<file path="src/rtl/pulse_monitor_if.sv">
// ============================================================================
// Module : pulse_monitor_if
// Brief  : Bundle of pulse input, clear and measurement outputs of the
//          pulse monitor. Min/max fields exist only with PMON_MINMAX_EN.
// Rev    : 1.0  initial release
// ============================================================================
`default_nettype none

interface pulse_monitor_if #(
  parameter int CNT_W = 16
) ();
  logic             pulse;
  logic             clr;
  logic [CNT_W-1:0] period;
  logic             period_vld;
  logic [CNT_W-1:0] pulse_cnt;
  logic             missing;
  logic [1:0]       state;
`ifdef PMON_MINMAX_EN
  logic [CNT_W-1:0] period_min;
  logic [CNT_W-1:0] period_max;
`endif

  modport master (
    output pulse,
    output clr,
    input  period,
    input  period_vld,
    input  pulse_cnt,
    input  missing,
    input  state
`ifdef PMON_MINMAX_EN
    ,
    input  period_min,
    input  period_max
`endif
  );

  modport slave (
    input  pulse,
    input  clr,
    output period,
    output period_vld,
    output pulse_cnt,
    output missing,
    output state
`ifdef PMON_MINMAX_EN
    ,
    output period_min,
    output period_max
`endif
  );
endinterface

`default_nettype wire

</file>
<file path="src/rtl/pulse_monitor.sv">
// ============================================================================
// Module : pulse_monitor
// Brief  : Measures rising-edge interval of a pulse train, counts edges and
//          raises a sticky alarm on timeout. Optional min/max tracking is
//          enabled by defining PMON_MINMAX_EN.
// Rev    : 1.0  initial release
// ============================================================================
`default_nettype none

module pulse_monitor #(
  parameter int CNT_W   = 16,
  parameter int TIMEOUT = 200
) (
  input  wire logic     clk,
  input  wire logic     rst,
  pulse_monitor_if.slave mon
);

  typedef enum logic [1:0] {
    S_IDLE  = 2'b00,
    S_ARMED = 2'b01,
    S_ALARM = 2'b10
  } state_t;

  localparam logic [CNT_W-1:0] C_ZERO    = '0;
  localparam logic [CNT_W-1:0] C_ONE     = {{(CNT_W-1){1'b0}}, 1'b1};
  localparam logic [CNT_W-1:0] C_ALL1    = '1;
  localparam logic [CNT_W-1:0] C_TIMEOUT = CNT_W'(TIMEOUT);

  state_t           state_q,      state_d;
  logic             pulse_d_q;
  logic [CNT_W-1:0] ivl_q,        ivl_d;
  logic [CNT_W-1:0] period_q,     period_d;
  logic             period_vld_q, period_vld_d;
  logic [CNT_W-1:0] pulse_cnt_q,  pulse_cnt_d;
  logic             missing_q,    missing_d;
`ifdef PMON_MINMAX_EN
  logic [CNT_W-1:0] period_min_q, period_min_d;
  logic [CNT_W-1:0] period_max_q, period_max_d;
`endif

  logic             rise;
  logic [CNT_W-1:0] ivl_inc;

  assign rise    = mon.pulse & ~pulse_d_q;
  assign ivl_inc = ivl_q + C_ONE;

  always_ff @(posedge clk or posedge rst) begin
    if (rst) begin
      state_q      <= S_IDLE;
      pulse_d_q    <= 1'b0;
      ivl_q        <= C_ZERO;
      period_q     <= C_ZERO;
      period_vld_q <= 1'b0;
      pulse_cnt_q  <= C_ZERO;
      missing_q    <= 1'b0;
`ifdef PMON_MINMAX_EN
      period_min_q <= C_ALL1;
      period_max_q <= C_ZERO;
`endif
    end else begin
      state_q      <= state_d;
      pulse_d_q    <= mon.pulse;
      ivl_q        <= ivl_d;
      period_q     <= period_d;
      period_vld_q <= period_vld_d;
      pulse_cnt_q  <= pulse_cnt_d;
      missing_q    <= missing_d;
`ifdef PMON_MINMAX_EN
      period_min_q <= period_min_d;
      period_max_q <= period_max_d;
`endif
    end
  end

  always_comb begin
    state_d      = state_q;
    ivl_d        = ivl_q;
    period_d     = period_q;
    period_vld_d = 1'b0;
    pulse_cnt_d  = pulse_cnt_q;
    missing_d    = missing_q;
`ifdef PMON_MINMAX_EN
    period_min_d = period_min_q;
    period_max_d = period_max_q;
`endif

    // Clear overrides everything, including an edge arriving on the same cycle.
    if (mon.clr) begin
      state_d     = S_IDLE;
      ivl_d       = C_ZERO;
      period_d    = C_ZERO;
      pulse_cnt_d = C_ZERO;
      missing_d   = 1'b0;
`ifdef PMON_MINMAX_EN
      period_min_d = C_ALL1;
      period_max_d = C_ZERO;
`endif
    end else begin
      if (rise && (pulse_cnt_q != C_ALL1)) begin
        pulse_cnt_d = pulse_cnt_q + C_ONE;
      end

      case (state_q)
        S_IDLE: begin
          if (rise) begin
            state_d = S_ARMED;
            ivl_d   = C_ZERO;
          end
        end

        S_ARMED: begin
          // A rise on the timeout cycle still yields an accepted interval.
          if (rise) begin
            period_d     = ivl_inc;
            period_vld_d = 1'b1;
            ivl_d        = C_ZERO;
`ifdef PMON_MINMAX_EN
            if (ivl_inc < period_min_q) begin
              period_min_d = ivl_inc;
            end
            if (ivl_inc > period_max_q) begin
              period_max_d = ivl_inc;
            end
`endif
          end else if (ivl_inc == C_TIMEOUT) begin
            state_d   = S_ALARM;
            missing_d = 1'b1;
          end else begin
            ivl_d = ivl_inc;
          end
        end

        S_ALARM: begin
          if (rise) begin
            state_d = S_ARMED;
            ivl_d   = C_ZERO;
          end
        end

        default: begin
          state_d = S_IDLE;
        end
      endcase
    end
  end

  assign mon.period     = period_q;
  assign mon.period_vld = period_vld_q;
  assign mon.pulse_cnt  = pulse_cnt_q;
  assign mon.missing    = missing_q;
  assign mon.state      = state_q;
`ifdef PMON_MINMAX_EN
  assign mon.period_min = period_min_q;
  assign mon.period_max = period_max_q;
`endif

endmodule

`default_nettype wire

</file>
<file path="src/flat_wrapper.sv">
// flat-port wrapper written by rule: the top's interface ports become plain ports
module pulse_monitor_flat 
#(
  parameter int CNT_W   = 16,
  parameter int TIMEOUT = 200
)
  (clk, rst, mon_pulse, mon_clr, mon_period, mon_period_vld, mon_pulse_cnt, mon_missing, mon_state);
  pulse_monitor_if #(.CNT_W(CNT_W)) mon_i ();
  input  wire logic clk;
  input  wire logic rst;
  input wire logic [$bits(mon_i.pulse)-1:0] mon_pulse;
  input wire logic [$bits(mon_i.clr)-1:0] mon_clr;
  output wire logic [$bits(mon_i.period)-1:0] mon_period;
  output wire logic [$bits(mon_i.period_vld)-1:0] mon_period_vld;
  output wire logic [$bits(mon_i.pulse_cnt)-1:0] mon_pulse_cnt;
  output wire logic [$bits(mon_i.missing)-1:0] mon_missing;
  output wire logic [$bits(mon_i.state)-1:0] mon_state;
  assign mon_i.pulse = mon_pulse;
  assign mon_i.clr = mon_clr;
  assign mon_period = mon_i.period;
  assign mon_period_vld = mon_i.period_vld;
  assign mon_pulse_cnt = mon_i.pulse_cnt;
  assign mon_missing = mon_i.missing;
  assign mon_state = mon_i.state;
  pulse_monitor #(.CNT_W(CNT_W), .TIMEOUT(TIMEOUT)) u_core (.clk(clk), .rst(rst), .mon(mon_i));
endmodule
</file>
<file path="config.mk">
export PLATFORM = sky130hd
export DESIGN_NAME = pulse_monitor_flat
export DESIGN_NICKNAME = d
export VERILOG_FILES = /design/src/rtl/pulse_monitor_if.sv /design/src/rtl/pulse_monitor.sv /design/src/flat_wrapper.sv
export SDC_FILE = /design/constraint.sdc
export NUM_CORES = 1
export LEC_CHECK = 0
export CORE_UTILIZATION = 58
export DETAILED_ROUTE_END_ITERATION = 8
export HOLD_SLACK_MARGIN = 0.1
export PLACE_DENSITY = 0.85
export SETUP_SLACK_MARGIN = 0.1
export SLEW_MARGIN = 20
export SYNTH_ARGS = -nofsm -noshare
export SYNTH_HDL_FRONTEND = slang
export SYNTH_SLANG_ARGS = --single-unit
</file>
<file path="constraint.sdc">
create_clock -name clk -period 4.3 [get_ports clk]
set_clock_uncertainty 0.15 [all_clocks]
set_input_delay 0.43 -clock clk [delete_from_list [all_inputs] [get_ports clk]]
set_output_delay 0.43 -clock clk [all_outputs]
set_load 0.005 [all_outputs]
</file>
==> flow_metrics.tcl <==
set metrics [dict create \
    synth_fa_ha_area_frac 0.0134 \
    yosysWarnings 0 \
    critical-path-max-stage-delay_ns 0.48 \
    worst_hold_path.endpoint "u_core.mon.period[3]$_DFFE_PP0P_" \
    drtIter0Drc 235 \
    period_needed_ns 3.22 \
    crit_buf_inv 0 \
    slew_headroom 0.407 \
    initial_core_util 0.620 \
    max_cap_violations 0 \
    routedWlPerCell_um 15.5 \
    worstReg2RegStart "u_core.ivl_q[0]$_DFFE_PP0P_" \
    cp.required_ns 4.34 \
    grt_remaining_overflow 0 \
    synth_simple_gate_area_frac 0.225 \
    hold_viol 0 \
    rows 24 \
    cp-end-kind "flop" \
    synth_nets 302 \
    hold_buffers 0 \
    worst_path_most_repeated_cell "o22ai_1" \
    routed_wl_mm 5.83 \
    rr_worst_depth 8 \
    cts_buffers 5 \
    clock_path_buffers 2 \
    tightest_slew_ns 0.888 \
    die_h_um 71.4 \
    core-area_um2 4500 \
    cp_max_fo 9 \
    netlist.area_leader.share 0.475 \
    clkSinkCount 53 \
    pwr_density_cell_nw_per_um2 280 \
    fillers 342 \
    grt_pass1_wl_mm 9.60 \
    postCtsSetupBuffers 0 \
    synthXorXnorAreaFrac 0.0909 \
    synth_seq_area_share 0.475 \
    criticalPathCategory "reg -> reg" \
    ys_types 48 \
    synth_compound_area_frac 0.121 \
    drt_pre_antenna_iters 8 \
    gr-usage-met3 0.0549 \
    port-buffer-count 39 \
    synth_top_family_by_area "simple AND/OR/NAND/NOR gates" \
    area_growth_syn_to_layout_pct 16.7 \
    fin_nets 329 \
    netlist_instances 295 \
    rsz0062_at_grt "no" \
    syn_area_um2 2790 \
    gr-usage-met1 0.366 \
    finalPower_w 0.000911 \
    drtAntennaViolNets 0 \
    gp_congestion 0.944 \
    grtUsageTotal 0.249 \
    die_x_um 71.4 \
    worstHoldStart "u_core.mon.period[3]$_DFFE_PP0P_" \
    h-tree-depth 2 \
    busiest_layer "met1" \
    cts_resized 0 \
    place.detailed.hpwl_mm 4.09 \
    grt_pass1_vias 1983 \
    clockRootBuffer "clkbuf_8" \
    via_count 2226 \
    hp-class "reg -> reg" \
    final-setup-viol-count 0 \
    drc 7 \
    ir_drop_mv 0.230 \
    violations "DRC" \
    die_area_um2 5100 \
    leakagePower_nw 1.34 \
    period_share 0.748 \
    clk_latency_ns 0.31 \
    use_met2 0.354 \
    synth_mux_area_frac 0.0161 \
    cp-start-kind "flop" \
    grt_max_degree 54 \
    cp.arrival_ns 3.25 \
    vias_per_cell 5.94 \
    syn_area_per_cell_um2 9.47 \
    antenna_found_initial 0 \
    drv_slew 0 \
    synth.largest_area_cell "dfrtp_1" \
    fmax_mhz 311 \
    cts_tree "yes" \
    cp_slowest_cell "dfrtp_1" \
    crit_family "simple AND/OR/NAND/NOR gates" \
    clk_pin_slew_ns 0.10 \
    reg2reg_to "u_core.ivl_q[2]$_DFFE_PP0P_" \
    tns_ns 0 \
    status "finished with violations" \
    timing.reg2reg.setup_slack_ns 1.08 \
    io_pins 40 \
    whs_path_depth 2 \
    yosys-top-cells-area "dfrtp_1 47%, xor2_1 5.3%, o21ai_0 4.8%" \
    ys_ff_latch 53 \
    drive_gt1_frac 0.0619 \
    num_antenna_cells 0 \
    worstPathCellList "ha_1 > and3_4 > or3_1 > a2111oi_2 > o22ai_1 > nor4_4 > or2_1 > o22ai_1" \
]
## registers in the layout (all words and copies together) (netlist names)
signal                 cells
u_core.ivl_q              16
u_core.mon.period         16
u_core.mon.pulse_cnt      16
u_core.mon.state           2
u_core.mon.missing         1
u_core.mon.period_vld      1
u_core.pulse_d_q           1
## worst register-to-register path: stages (launching register included)
cell and delay [ns]:
dfrtp_1 0.48, ha_1 0.33, and3_4 0.25, or3_1 0.35
a2111oi_2 0.40, o22ai_1 0.17, nor4_4 0.43, or2_1 0.39
o22ai_1 0.14
## area by class of cell
cell class              instances  area (um2)  area share
clock buffers                   6        82.6      0.0253
flip-flops and latches         53        1330       0.407
repair buffers                 42         413       0.127
inverters                       8        31.3     0.00960
well taps                      52        65.1      0.0200
multi-input cells             212        1300       0.400
clock inverters                 2        37.5      0.0115
## routing by layer
layer / vias up / routed length [um]
met3: 9 / 336
li1: 1079 / -
met5: - / 0
met2: 81 / 2530
met1: 1057 / 2850
met4: 0 / 112
## synthesized netlist by cell type (all sizes together)
| master | number |
|---|---|
| clkbuf | 10 |
| o21ai | 28 |
| nor2 | 29 |
| nor3 | 4 |
| a31oi | 1 |
| and3 | 4 |
| mux2i | 3 |
| or4 | 1 |
| inv | 8 |
| and2 | 3 |
| xor2 | 17 |
| nand3b | 3 |
| nor4 | 4 |
| or3 | 3 |
| buf | 12 |
| or2 | 2 |
| nor2b | 4 |
| and4b | 1 |
| o22ai | 4 |
| a21oi | 8 |
| a41oi | 1 |
| mux2 | 1 |
| nand2 | 34 |
| dfrtp | 53 |
| o41ai | 2 |
| and4 | 6 |
| o211ai | 1 |
| a2111oi | 2 |
| nand4 | 8 |
| ha | 3 |
| a211oi | 2 |
| nand2b | 2 |
| nand3 | 13 |
| xnor2 | 12 |
| o31ai | 6 |
## stage by stage
step / setup slack, ns / area, um2 / instances / hold slack (ns) / utilization
after global routing: 0.910 / 3260 / 375 / 0.368 / 0.724
after detailed placement: 1.13 / 3140 / 367 / 0.319 / 0.697
final: 1.08 / 3260 / 375 / 0.335 / 0.724
after floorplan: 1.37 / 2790 / 295 / 0.311 / -
after CTS: 1.11 / 3260 / 375 / 0.341 / 0.723
after global placement: 1.25 / 3140 / 367 / 0.311 / 0.697
## cells by family (layout without fill, tap and decap cells)
kind of cell,count (synthesis),count (layout)
buffers and inverters,30,58
xor gates and xnor gates,29,29
adders and majority gates,3,3
muxes,4,4
DFF,53,53
and+or+nand+nor,121,121
AOI/OAI and AO/OA,55,55
## where the power goes
| part | internal (W) | switching, W |
|---|---|---|
| Combinational | 0.0000173 | 0.0000333 |
| Clock | 0.000189 | 0.000165 |
| Sequential | 0.000502 | 0.00000480 |
| Total | 0.000708 | 0.000203 |
## placed cells by master (no fill, tap or decap), types with 2 or more instances in the layout
| cell type | count |
|---|---|
| o31ai_1 | 6 |
| nand2_1 | 34 |
| clkbuf_8 | 6 |
| dfrtp_1 | 53 |
| nand4_1 | 7 |
| o22ai_1 | 4 |
| buf_4 | 3 |
| or3_1 | 3 |
| nor2b_1 | 4 |
| clkdlybuf4s50_1 | 39 |
| o41ai_1 | 2 |
| xor2_1 | 17 |
| nor3_1 | 4 |
| ha_1 | 3 |
| nand3b_1 | 3 |
| o21ai_0 | 27 |
| and3_1 | 3 |
| and2_1 | 2 |
| a21oi_1 | 7 |
| and4_1 | 6 |
| nand2b_1 | 2 |
| nor4_1 | 3 |
| a211oi_1 | 2 |
| nand3_1 | 13 |
| mux2i_1 | 3 |
| xnor2_1 | 12 |
| nor2_1 | 29 |
| inv_1 | 7 |
## worst max path at each step
stage	from	endpoint	cells after the start	slack, ns
CTS	u_core.ivl_q[0]$_DFFE_PP0P_	u_core.ivl_q[2]$_DFFE_PP0P_	8	1.11
global route	u_core.ivl_q[0]$_DFFE_PP0P_	u_core.ivl_q[0]$_DFFE_PP0P_	8	0.91
floorplan	u_core.ivl_q[0]$_DFFE_PP0P_	u_core.ivl_q[1]$_DFFE_PP0P_	10	1.37
finish	u_core.ivl_q[0]$_DFFE_PP0P_	u_core.ivl_q[2]$_DFFE_PP0P_	8	1.08
global placement	u_core.ivl_q[0]$_DFFE_PP0P_	u_core.ivl_q[2]$_DFFE_PP0P_	8	1.25
detailed placement	u_core.ivl_q[0]$_DFFE_PP0P_	u_core.ivl_q[2]$_DFFE_PP0P_	8	1.13
(Power assumes the default switching activity.)
